## src/rtl/m72_pkg.sv

```systemverilog
// Shared types and constants for the M72 SDRAM arbiter.
package m72_pkg;

  typedef enum logic [1:0] {
    ARB_IDLE,
    ARB_ISSUE,
    ARB_WAIT
  } arb_state_t;

  typedef enum logic [1:0] {
    PORT_SPRITE,
    PORT_BG,
    PORT_CPU
  } sdr_port_t;

  localparam logic [1:0] BURST_1 = 2'd0;
  localparam logic [1:0] BURST_2 = 2'd1;
  localparam logic [1:0] BURST_4 = 2'd3;

  function automatic logic [1:0] port_burst(input sdr_port_t p);
    case (p)
      PORT_SPRITE: return BURST_4;
      PORT_BG:     return BURST_2;
      default:     return BURST_1;
    endcase
  endfunction

endpackage

```

## src/rtl/sdr_arb_slot.sv

```systemverilog
// One requester slot: pending latch, captured request fields, drop detect, rdy pulse and dout.
module sdr_arb_slot #(
  parameter int unsigned DW = 16
) (
  input  logic          clk,
  input  logic          reset,
  input  logic          req,
  input  logic [23:0]   addr,
  input  logic [15:0]   din,
  input  logic [1:0]    wr_sel,
  input  logic          done,
  input  logic [DW-1:0] rdata,
  output logic          pending,
  output logic [23:0]   cap_addr,
  output logic [15:0]   cap_din,
  output logic [1:0]    cap_wr_sel,
  output logic          rdy,
  output logic [DW-1:0] dout,
  output logic          dropped
);

  logic          pending_q;
  logic [23:0]   addr_q;
  logic [15:0]   din_q;
  logic [1:0]    wr_sel_q;
  logic          rdy_q;
  logic [DW-1:0] dout_q;
  logic          accept;

  // A completion in the same cycle frees the slot, so the new request is taken.
  assign accept  = req && (!pending_q || done);
  assign dropped = req && pending_q && !done;

  always_ff @(posedge clk) begin
    if (reset) begin
      pending_q <= 1'b0;
      addr_q    <= '0;
      din_q     <= '0;
      wr_sel_q  <= '0;
      rdy_q     <= 1'b0;
      dout_q    <= '0;
    end else begin
      rdy_q <= done;
      if (done) begin
        dout_q <= rdata;
      end
      if (accept) begin
        pending_q <= 1'b1;
        addr_q    <= addr;
        din_q     <= din;
        wr_sel_q  <= wr_sel;
      end else if (done) begin
        pending_q <= 1'b0;
      end
    end
  end

  assign pending    = pending_q;
  assign cap_addr   = addr_q;
  assign cap_din    = din_q;
  assign cap_wr_sel = wr_sel_q;
  assign rdy        = rdy_q;
  assign dout       = dout_q;

endmodule

```

## src/rtl/sdr_arbiter.sv

```systemverilog
// Three-way SDRAM client arbiter (sprite > bg > cpu), one transaction outstanding.
// Define SDR_ARB_FAIRNESS_EN to add the CPU starvation counter.
module sdr_arbiter
  import m72_pkg::*;
#(
  parameter int unsigned CPU_STARVE_LIMIT = 4
) (
  input  logic        CLK_96M,
  input  logic        reset,
  input  logic [23:0] spr_addr,
  input  logic        spr_req,
  output logic        spr_rdy,
  output logic [63:0] spr_dout,
  input  logic [23:0] bg_addr,
  input  logic        bg_req,
  output logic        bg_rdy,
  output logic [31:0] bg_dout,
  input  logic [23:0] cpu_addr,
  input  logic        cpu_req,
  input  logic [15:0] cpu_din,
  input  logic [1:0]  cpu_wr_sel,
  output logic        cpu_rdy,
  output logic [15:0] cpu_dout,
  output logic [23:0] sdr_addr,
  output logic [1:0]  sdr_burst,
  output logic [15:0] sdr_din,
  output logic [1:0]  sdr_wr_sel,
  output logic        sdr_req,
  input  logic        sdr_rdy,
  input  logic [63:0] sdr_dout,
  output logic        dropped_req
);

  logic        spr_pend, bg_pend, cpu_pend;
  logic [23:0] spr_cap_addr, bg_cap_addr, cpu_cap_addr;
  logic [15:0] cpu_cap_din;
  logic [1:0]  cpu_cap_wr_sel;
  logic        spr_drop, bg_drop, cpu_drop;
  logic        spr_done, bg_done, cpu_done;
  logic [15:0] spr_unused_din, bg_unused_din;
  logic [1:0]  spr_unused_wr, bg_unused_wr;

  arb_state_t  state_q, state_d;
  sdr_port_t   grant_q, grant_d, win;
  logic        load, complete, force_cpu;

  logic [23:0] issue_addr;
  logic [15:0] issue_din;
  logic [1:0]  issue_wr_sel;

  logic [23:0] sdr_addr_q;
  logic [1:0]  sdr_burst_q;
  logic [15:0] sdr_din_q;
  logic [1:0]  sdr_wr_sel_q;
  logic        sdr_req_q;
  logic        dropped_q;

  assign complete = (state_q == ARB_WAIT) && sdr_rdy;
  assign spr_done = complete && (grant_q == PORT_SPRITE);
  assign bg_done  = complete && (grant_q == PORT_BG);
  assign cpu_done = complete && (grant_q == PORT_CPU);

  sdr_arb_slot #(.DW(64)) u_spr (
    .clk        (CLK_96M),
    .reset      (reset),
    .req        (spr_req),
    .addr       (spr_addr),
    .din        (16'h0000),
    .wr_sel     (2'b00),
    .done       (spr_done),
    .rdata      (sdr_dout),
    .pending    (spr_pend),
    .cap_addr   (spr_cap_addr),
    .cap_din    (spr_unused_din),
    .cap_wr_sel (spr_unused_wr),
    .rdy        (spr_rdy),
    .dout       (spr_dout),
    .dropped    (spr_drop)
  );

  sdr_arb_slot #(.DW(32)) u_bg (
    .clk        (CLK_96M),
    .reset      (reset),
    .req        (bg_req),
    .addr       (bg_addr),
    .din        (16'h0000),
    .wr_sel     (2'b00),
    .done       (bg_done),
    .rdata      (sdr_dout[31:0]),
    .pending    (bg_pend),
    .cap_addr   (bg_cap_addr),
    .cap_din    (bg_unused_din),
    .cap_wr_sel (bg_unused_wr),
    .rdy        (bg_rdy),
    .dout       (bg_dout),
    .dropped    (bg_drop)
  );

  sdr_arb_slot #(.DW(16)) u_cpu (
    .clk        (CLK_96M),
    .reset      (reset),
    .req        (cpu_req),
    .addr       (cpu_addr),
    .din        (cpu_din),
    .wr_sel     (cpu_wr_sel),
    .done       (cpu_done),
    .rdata      (sdr_dout[15:0]),
    .pending    (cpu_pend),
    .cap_addr   (cpu_cap_addr),
    .cap_din    (cpu_cap_din),
    .cap_wr_sel (cpu_cap_wr_sel),
    .rdy        (cpu_rdy),
    .dout       (cpu_dout),
    .dropped    (cpu_drop)
  );

`ifdef SDR_ARB_FAIRNESS_EN
  localparam int unsigned StarveW = $clog2(CPU_STARVE_LIMIT + 1);
  localparam logic [StarveW-1:0] StarveMax = StarveW'(CPU_STARVE_LIMIT);

  logic [StarveW-1:0] starve_q;

  assign force_cpu = cpu_pend && (starve_q >= StarveMax);

  // Counts grants lost by a waiting CPU; saturates at the limit.
  always_ff @(posedge CLK_96M) begin
    if (reset || !cpu_pend) begin
      starve_q <= '0;
    end else if (load) begin
      if (win == PORT_CPU) begin
        starve_q <= '0;
      end else if (starve_q != StarveMax) begin
        starve_q <= starve_q + 1'b1;
      end
    end
  end
`else
  logic unused_limit;
  assign unused_limit = ^CPU_STARVE_LIMIT;
  assign force_cpu    = 1'b0;
`endif

  always_comb begin
    if (force_cpu)     win = PORT_CPU;
    else if (spr_pend) win = PORT_SPRITE;
    else if (bg_pend)  win = PORT_BG;
    else               win = PORT_CPU;
  end

  always_comb begin
    issue_addr   = cpu_cap_addr;
    issue_din    = cpu_cap_din;
    issue_wr_sel = cpu_cap_wr_sel;
    case (win)
      PORT_SPRITE: begin
        issue_addr   = spr_cap_addr;
        issue_din    = 16'h0000;
        issue_wr_sel = 2'b00;
      end
      PORT_BG: begin
        issue_addr   = bg_cap_addr;
        issue_din    = 16'h0000;
        issue_wr_sel = 2'b00;
      end
      default: ;
    endcase
  end

  always_comb begin
    state_d = state_q;
    grant_d = grant_q;
    load    = 1'b0;
    case (state_q)
      ARB_IDLE: begin
        if (spr_pend || bg_pend || cpu_pend) begin
          grant_d = win;
          load    = 1'b1;
          state_d = ARB_ISSUE;
        end
      end
      ARB_ISSUE: state_d = ARB_WAIT;
      ARB_WAIT:  if (sdr_rdy) state_d = ARB_IDLE;
      default:   state_d = ARB_IDLE;
    endcase
  end

  always_ff @(posedge CLK_96M) begin
    if (reset) begin
      state_q <= ARB_IDLE;
      grant_q <= PORT_SPRITE;
    end else begin
      state_q <= state_d;
      grant_q <= grant_d;
    end
  end

  // Downstream fields are loaded at grant time so they stay stable through WAIT.
  always_ff @(posedge CLK_96M) begin
    if (reset) begin
      sdr_req_q    <= 1'b0;
      sdr_addr_q   <= '0;
      sdr_burst_q  <= BURST_1;
      sdr_din_q    <= '0;
      sdr_wr_sel_q <= 2'b00;
      dropped_q    <= 1'b0;
    end else begin
      sdr_req_q <= load;
      if (load) begin
        sdr_addr_q   <= issue_addr;
        sdr_burst_q  <= port_burst(win);
        sdr_din_q    <= issue_din;
        sdr_wr_sel_q <= issue_wr_sel;
      end
      dropped_q <= dropped_q | spr_drop | bg_drop | cpu_drop;
    end
  end

  assign sdr_req     = sdr_req_q;
  assign sdr_addr    = sdr_addr_q;
  assign sdr_burst   = sdr_burst_q;
  assign sdr_din     = sdr_din_q;
  assign sdr_wr_sel  = sdr_wr_sel_q;
  assign dropped_req = dropped_q;

endmodule

```

## config.mk

```make
export PLATFORM = sky130hd
export DESIGN_NAME = sdr_arbiter
export DESIGN_NICKNAME = d
export VERILOG_FILES = /design/src/rtl/m72_pkg.sv /design/src/rtl/sdr_arb_slot.sv /design/src/rtl/sdr_arbiter.sv
export SDC_FILE = /design/constraint.sdc
export NUM_CORES = 1
export LEC_CHECK = 0
export ABC_CLOCK_PERIOD_IN_PS = 1900
export CAP_MARGIN = 20
export CORE_ASPECT_RATIO = 0.7
export CORE_MARGIN = 5
export CORE_UTILIZATION = 47
export CTS_CLUSTER_DIAMETER = 50
export DETAILED_ROUTE_END_ITERATION = 8
export MAX_ROUTING_LAYER = met4
export PLACE_DENSITY_LB_ADDON = 0.15
export SYNTH_ARGS = -nofsm -noshare
export SYNTH_HDL_FRONTEND = slang
export SYNTH_SLANG_ARGS = --single-unit
```

## constraint.sdc

```tcl
create_clock -name CLK_96M -period 1.9 [get_ports CLK_96M]
set_input_delay 0.285 -clock CLK_96M [delete_from_list [all_inputs] [get_ports CLK_96M]]
set_output_delay 0.285 -clock CLK_96M [all_outputs]
set_load 0.02 [all_outputs]
```

Yosys cells after proc, flatten, opt, wreduce, memory -nomap -nowiden:

Index checks and enable logic that the tools add are counted.

* word-level logic and storage cells: 82
* register bits: 258
* input bits: 160
* output and inout port bits: 161

* bitwise operators: 3
* reductions and logical operators: 33
* muxes and demuxes: 17
* equal/unequal tests: 7

Operators by type and width (number)
* 24-bit case mux with 2 select lines: 1
* 16-bit 2-to-1 mux: 1
* 1-bit logical AND: 13
* 2-bit 2-to-1 mux: 5
* 1-bit 2-to-1 mux: 8
* 2-bit by 1-bit equality test with 1-bit output (second input constant): 3
* 1-bit zero test: 6
* 2-bit zero test: 3
* 2-bit case mux with 3 select lines: 1
* 2-bit nonzero test: 3
* 1-bit logical OR: 5
* 2-bit equality test (second input constant): 2
* 2-bit inequality test (second input constant): 2
* 2-bit case mux with 2 select lines: 1
* 2-bit AND reduction: 2
* 1-bit bitwise OR: 3
* 2-bit OR reduction: 1

Longest topological paths before layout:

* depth after elaboration: 8
* mapped depth: 7

Modules after synthesis:

Synthesis repeated with hierarchy kept, for this count alone.

* cell total of the unflattened synthesis: 1187
* area, all modules: 12333.1 um2

Modules (own cells, without submodules)
* sdr_arb_slot at u_spr: times used 1, sequential area each 2162.1 um2, cells each 396, area an instance 4230.3 um2
* sdr_arb_slot at u_bg: times used 1, sequential area each 1521.5 um2, cells each 294, area an instance 3091.7 um2
* sdr_arb_slot at u_cpu: times used 1, sequential area each 1201.2 um2, cells each 242, area an instance 2562.5 um2
* sdr_arbiter: times used 1, sequential area each 1001.0 um2, cells each 255, area an instance 2448.6 um2

Least setup slack after synthesis:

No wires, ideal clock.

* path type: reg2reg
* from: register grant_q[0]
* to: register u_cpu.addr_q[0], in the netlist u_cpu.cap_addr[0]
* path slack: 0.468 ns
* required time: 1.828 ns
* arrival: 1.360 ns
* buffers on the path: 2
* setup time: 0.072 ns
* stages on the path, launching flop included: 7
* period minus slack after synthesis: 1.432 ns
* cells stage by stage: dfxtp_1 > nor3b_2 > nand3_1 > a21boi_1 > buf_4 > buf_12 > mux2i_1

* cells in the longest elaborated chain, start to end: 4

Ends and longest elaborated chain
* from (decl): RTL line sdr_arbiter.sv:44 `sdr_port_t grant_q, grant_d, win;`
* from (signal assigned): RTL line sdr_arbiter.sv:193 `grant_q <= grant_d;`
* 2-bit equality test: RTL line sdr_arbiter.sv:61 `assign cpu_done = complete && (grant_q == PORT_CPU);`
* 1-bit logical AND: RTL line sdr_arbiter.sv:61
* 1-bit logical OR: RTL line sdr_arb_slot.sv:31 `assign accept = req && (!pending_q || done);`
* 1-bit logical AND: RTL line sdr_arb_slot.sv:31
* to (signal assigned): RTL line sdr_arb_slot.sv:49 `addr_q <= addr;`
* to (decl): RTL line sdr_arb_slot.sv:23 `logic [23:0] addr_q;`

Every way passes these cells.
A chain may end at the register's enable or synchronous reset.

Worst setup path in the final report:

* from: register sdr_addr_q[12], in the netlist sdr_addr[12]
* to: output port sdr_addr[12]

RTL lines
* from (decl): RTL line sdr_arbiter.sv:51 `logic [23:0] sdr_addr_q;`
* from (signal assigned): RTL line sdr_arbiter.sv:209 `sdr_addr_q <= issue_addr;`
* to (decl): RTL line sdr_arbiter.sv:24 `output logic [23:0] sdr_addr,`

No word-level cell between the ends.

==> summary.json <==
{
  "synth.top_cells.by_area": {"value": "dfxtp_1 (50%), mux2i_1 (11%), nand2_1 (11%)"},
  "synthesis.nets": {"value": 1326},
  "cts.clk_slew.worst_paths": {"value": 0.06, "unit": "ns"},
  "hold_viol_final": {"value": 0},
  "critPathLaunchType": {"value": "flip-flop"},
  "worstSetupEndpointType": {"value": "output port"},
  "dieArea": {"value": 0.0252, "unit": "mm²"},
  "run_status": {"value": "complete, no violations"},
  "num-nets-final": {"value": 1613},
  "area_delta_synth_final": {"value": 41.4, "unit": "%"},
  "tritoncts": {"value": "yes"},
  "core_area": {"value": 0.0217, "unit": "mm²"},
  "clock_buffer_count_from_cts": {"value": 26},
  "die_height": {"value": 134, "unit": "µm"},
  "ffs_w_async_s_r_synth": {"value": 0},
  "number_of_enable_type_register_cells_in_the_synthesized_netlist": {"value": 0},
  "gr-total-overflow": {"value": 0},
  "globalplace.congestion": {"value": 0.806},
  "synth-main-ff-cell": {"value": "dfxtp_1"},
  "count_of_yosys_warnings_during_synthesis": {"value": 0},
  "detailroute.via_count": {"value": 8673},
  "drt_iter0_markers": {"value": 428},
  "cell_type_with_the_highest_aggregate_area_in_the_netlist": {"value": "dfxtp_1"},
  "pwr_density_cell": {"value": 844, "unit": "mW/mm²"},
  "number_of_buffers_added_on_ports": {"value": 320},
  "grt_start_max_net_pins": {"value": 66},
  "pin_count": {"value": 321},
  "std_cell_rows": {"value": 45},
  "final_util": {"value": 0.676},
  "worst_hold_path_type": {"value": "in -> reg"},
  "grt_pass1_vias": {"value": 8350},
  "cpLargestDelayFamily": {"value": "buffers and inverters"},
  "critPathBufInv": {"value": 1},
  "floorplan.initialDensity": {"value": 0.478},
  "synth.cell_area": {"value": 0.0104, "unit": "mm²"},
  "postCtsSetupBuffers": {"value": 0},
  "clock_sinks": {"value": 258},
  "ys_seq_area_frac": {"value": 0.498},
  "synthCells": {"value": 1166},
  "crit_type": {"value": "reg -> out"},
  "drt-vias-per-instance": {"value": 4.95},
  "ctsHtreeMaxLevel": {"value": 1},
  "synth.most_common_cell": {"value": "nand2_1"},
  "fin_setup_tns": {"value": 0, "unit": "ns"},
  "timing.slew.headroom": {"value": 0.695},
  "post_cts_resized": {"value": 0},
  "final_cycle_share": {"value": 0.956},
  "grt_util_all_layers": {"value": 0.217},
  "ctsHoldBuffers": {"value": 0},
  "cp_cell_sequence": {"value": "clkdlybuf4s50_1"},
  "hold_slack": {"value": 0.252, "unit": "ns"},
  "achievable-frequency": {"value": 551, "unit": "MHz"},
  "dr.pass1.iters": {"value": 4},
  "clk_path_buf_depth": {"value": 3},
  "worst_ep_arrival_time": {"value": 1.53, "unit": "ns"},
  "finalWirelength": {"value": 28400, "unit": "µm"},
  "max_capacitance_violation_total": {"value": 0},
  "dpl.hpwl": {"value": 19600, "unit": "µm"},
  "finalSetupViolations": {"value": 0},
  "timing.critical_path.slowest_cell_delay": {"value": 0.64, "unit": "ns"},
  "cts_root_buf": {"value": "clkbuf_16"},
  "post-synth-top-area-fraction": {"value": 0.498},
  "period_needed": {"value": 1.82, "unit": "ns"},
  "syn_avg_cell_area": {"value": 8.89, "unit": "µm²"},
  "worst_ep_required_time": {"value": 1.62, "unit": "ns"},
  "leakage": {"value": 5.27, "unit": "nW"},
  "cp_slowest_cell": {"value": "clkdlybuf4s50_1"},
  "synth.distinct_cells": {"value": 30},
  "share_of_cells_above_drive_strength_1": {"value": 0.0571},
  "critPathMaxFanout": {"value": 2},
  "slew_viol_final": {"value": 0},
  "insertion_delay": {"value": 0.52, "unit": "ns"},
  "antenna_found_initial": {"value": 1},
  "worst_pin_slew": {"value": 0.457, "unit": "ns"},
  "drt-wirelength-per-cell": {"value": 16.2, "unit": "µm"},
  "synth.ff_latch_count": {"value": 258},
  "clock-skew-final": {"value": 0.0137, "unit": "ns"},
  "drcViolationCount": {"value": 0},
  "postRouteAntennaNets": {"value": 0},
  "vdd.ir_drop.worst": {"value": 672, "unit": "µV"},
  "floorplan.die.width": {"value": 188, "unit": "µm"},
  "first_pass_grt_wire_length": {"value": 44000, "unit": "µm"},
  "synth_commonest_cells": {"value": "nand2_1 (300), dfxtp_1 (258), nand2b_1 (180)"},
  "rsz0062_at_grt": {"value": "false"}
}
==> layout make-up <==
type | count | area [µm²]
antenna | 1 | 2.50
clock buffer | 38 | 767
clock inverter | 7 | 63.8
fill | 1805 | 7020
multi-input combinational | 817 | 4700
sequential | 258 | 5170
tap | 282 | 353
timing repair buffer | 350 | 3610
==> report_power, final <==
group	internal (mW)	leakage, nW	switching (mW)	total, mW
clock	2.92	0.414	2.08	5.00
combinational	0.837	2.76	0.771	1.61
sequential	5.63	2.10	0.139	5.77
==> per-layer routing <==
layer / track usage / routed length, µm / share of wire
met5: - / 0 / 0
met4: 0.0477 / 547 / 0.019
met3: 0.0481 / 1880 / 0.066
met2: 0.337 / 12800 / 0.45
met1: 0.292 / 13200 / 0.47
==> cells in the final DEF, fill, tap and decap left out <==
cell type / instances
nand3_1: 3
mux2i_1: 115
nor4_4: 1
nor2_4: 2
nor2b_1: 2
and3_1: 2
and2_2: 1
clkbuf_1: 6
o31ai_4: 1
o21a_1: 1
nor2_1: 11
clkinv_2: 5
nand2_2: 1
clkbuf_16: 27
bufinv_16: 1
diode_2: 1
dfxtp_1: 256
nor3b_2: 1
o21ai_0: 26
dfxtp_2: 2
nand2b_1: 180
a21boi_4: 3
a21oi_1: 143
nor3b_1: 1
nand2_1: 300
buf_4: 16
a22o_1: 18
and2b_4: 1
o31a_1: 1
clkdlybuf4s50_1: 319
clkinv_4: 1
a31oi_1: 2
buf_12: 14
clkbuf_8: 6
nand3_4: 1
==> worst reg2reg max path, stage by stage (launching register included) <==
cell and delay (ns):
dfxtp_1 0.37, nor3b_2 0.25, nand3_1 0.18, a21boi_4 0.26, buf_12 0.24, mux2i_1 0.28
==> stage by stage <==
stage          cell area [µm²]  worst slack, ns  total power [mW]  std cells
2_1_floorplan            10400            0.468              6.74       1166
3_3_place_gp             13800          -0.0207              7.48       1707
3_5_place_dp             13800          -0.0937              7.51       1707
4_1_cts                  14700           0.0442              12.5       1752
5_1_grt                  14700           0.0287              12.8       1753
6_report                 14700           0.0837              12.4       1753
==> cells by family (layout without fill, tap and decap cells) <==
group                  count (synthesis)  in the layout  synth area share
and+or+nand+nor                      507            507             0.235
DFF                                  258            258             0.498
AOI/OAI and AO/OA                    195            195             0.104
muxes                                115            115             0.111
buffers and inverters                 91            395            0.0514
other                                  0              1                 0
==> sequential cells by signal, indices dropped and copies added (netlist names), 2 cells and up <==
name,flops
u_cpu.cap_wr_sel,2
u_cpu.dout,16
u_spr.cap_addr,24
sdr_din,16
u_bg.cap_addr,24
state_q,2
u_bg.dout,32
u_cpu.cap_din,16
sdr_addr,24
sdr_burst,2
sdr_wr_sel,2
u_cpu.cap_addr,24
grant_q,2
u_spr.dout,64
==> worst paths after layout <==
| check | to | from | depth (start not counted) | slack [ns] |
|---|---|---|---|---|
| setup / recovery | sdr_addr[12] | sdr_addr[12] | 1 | 0.08 |
| hold / removal | state_q[1] | reset | 2 | 0.25 |
| setup reg to reg | u_cpu.cap_addr[15] | grant_q[0] | 5 | 0.24 |
| hold reg to reg | u_spr.dout[38] | u_spr.dout[38] | 2 | 0.45 |
No activity file was read; power rests on OpenSTA's default activity.
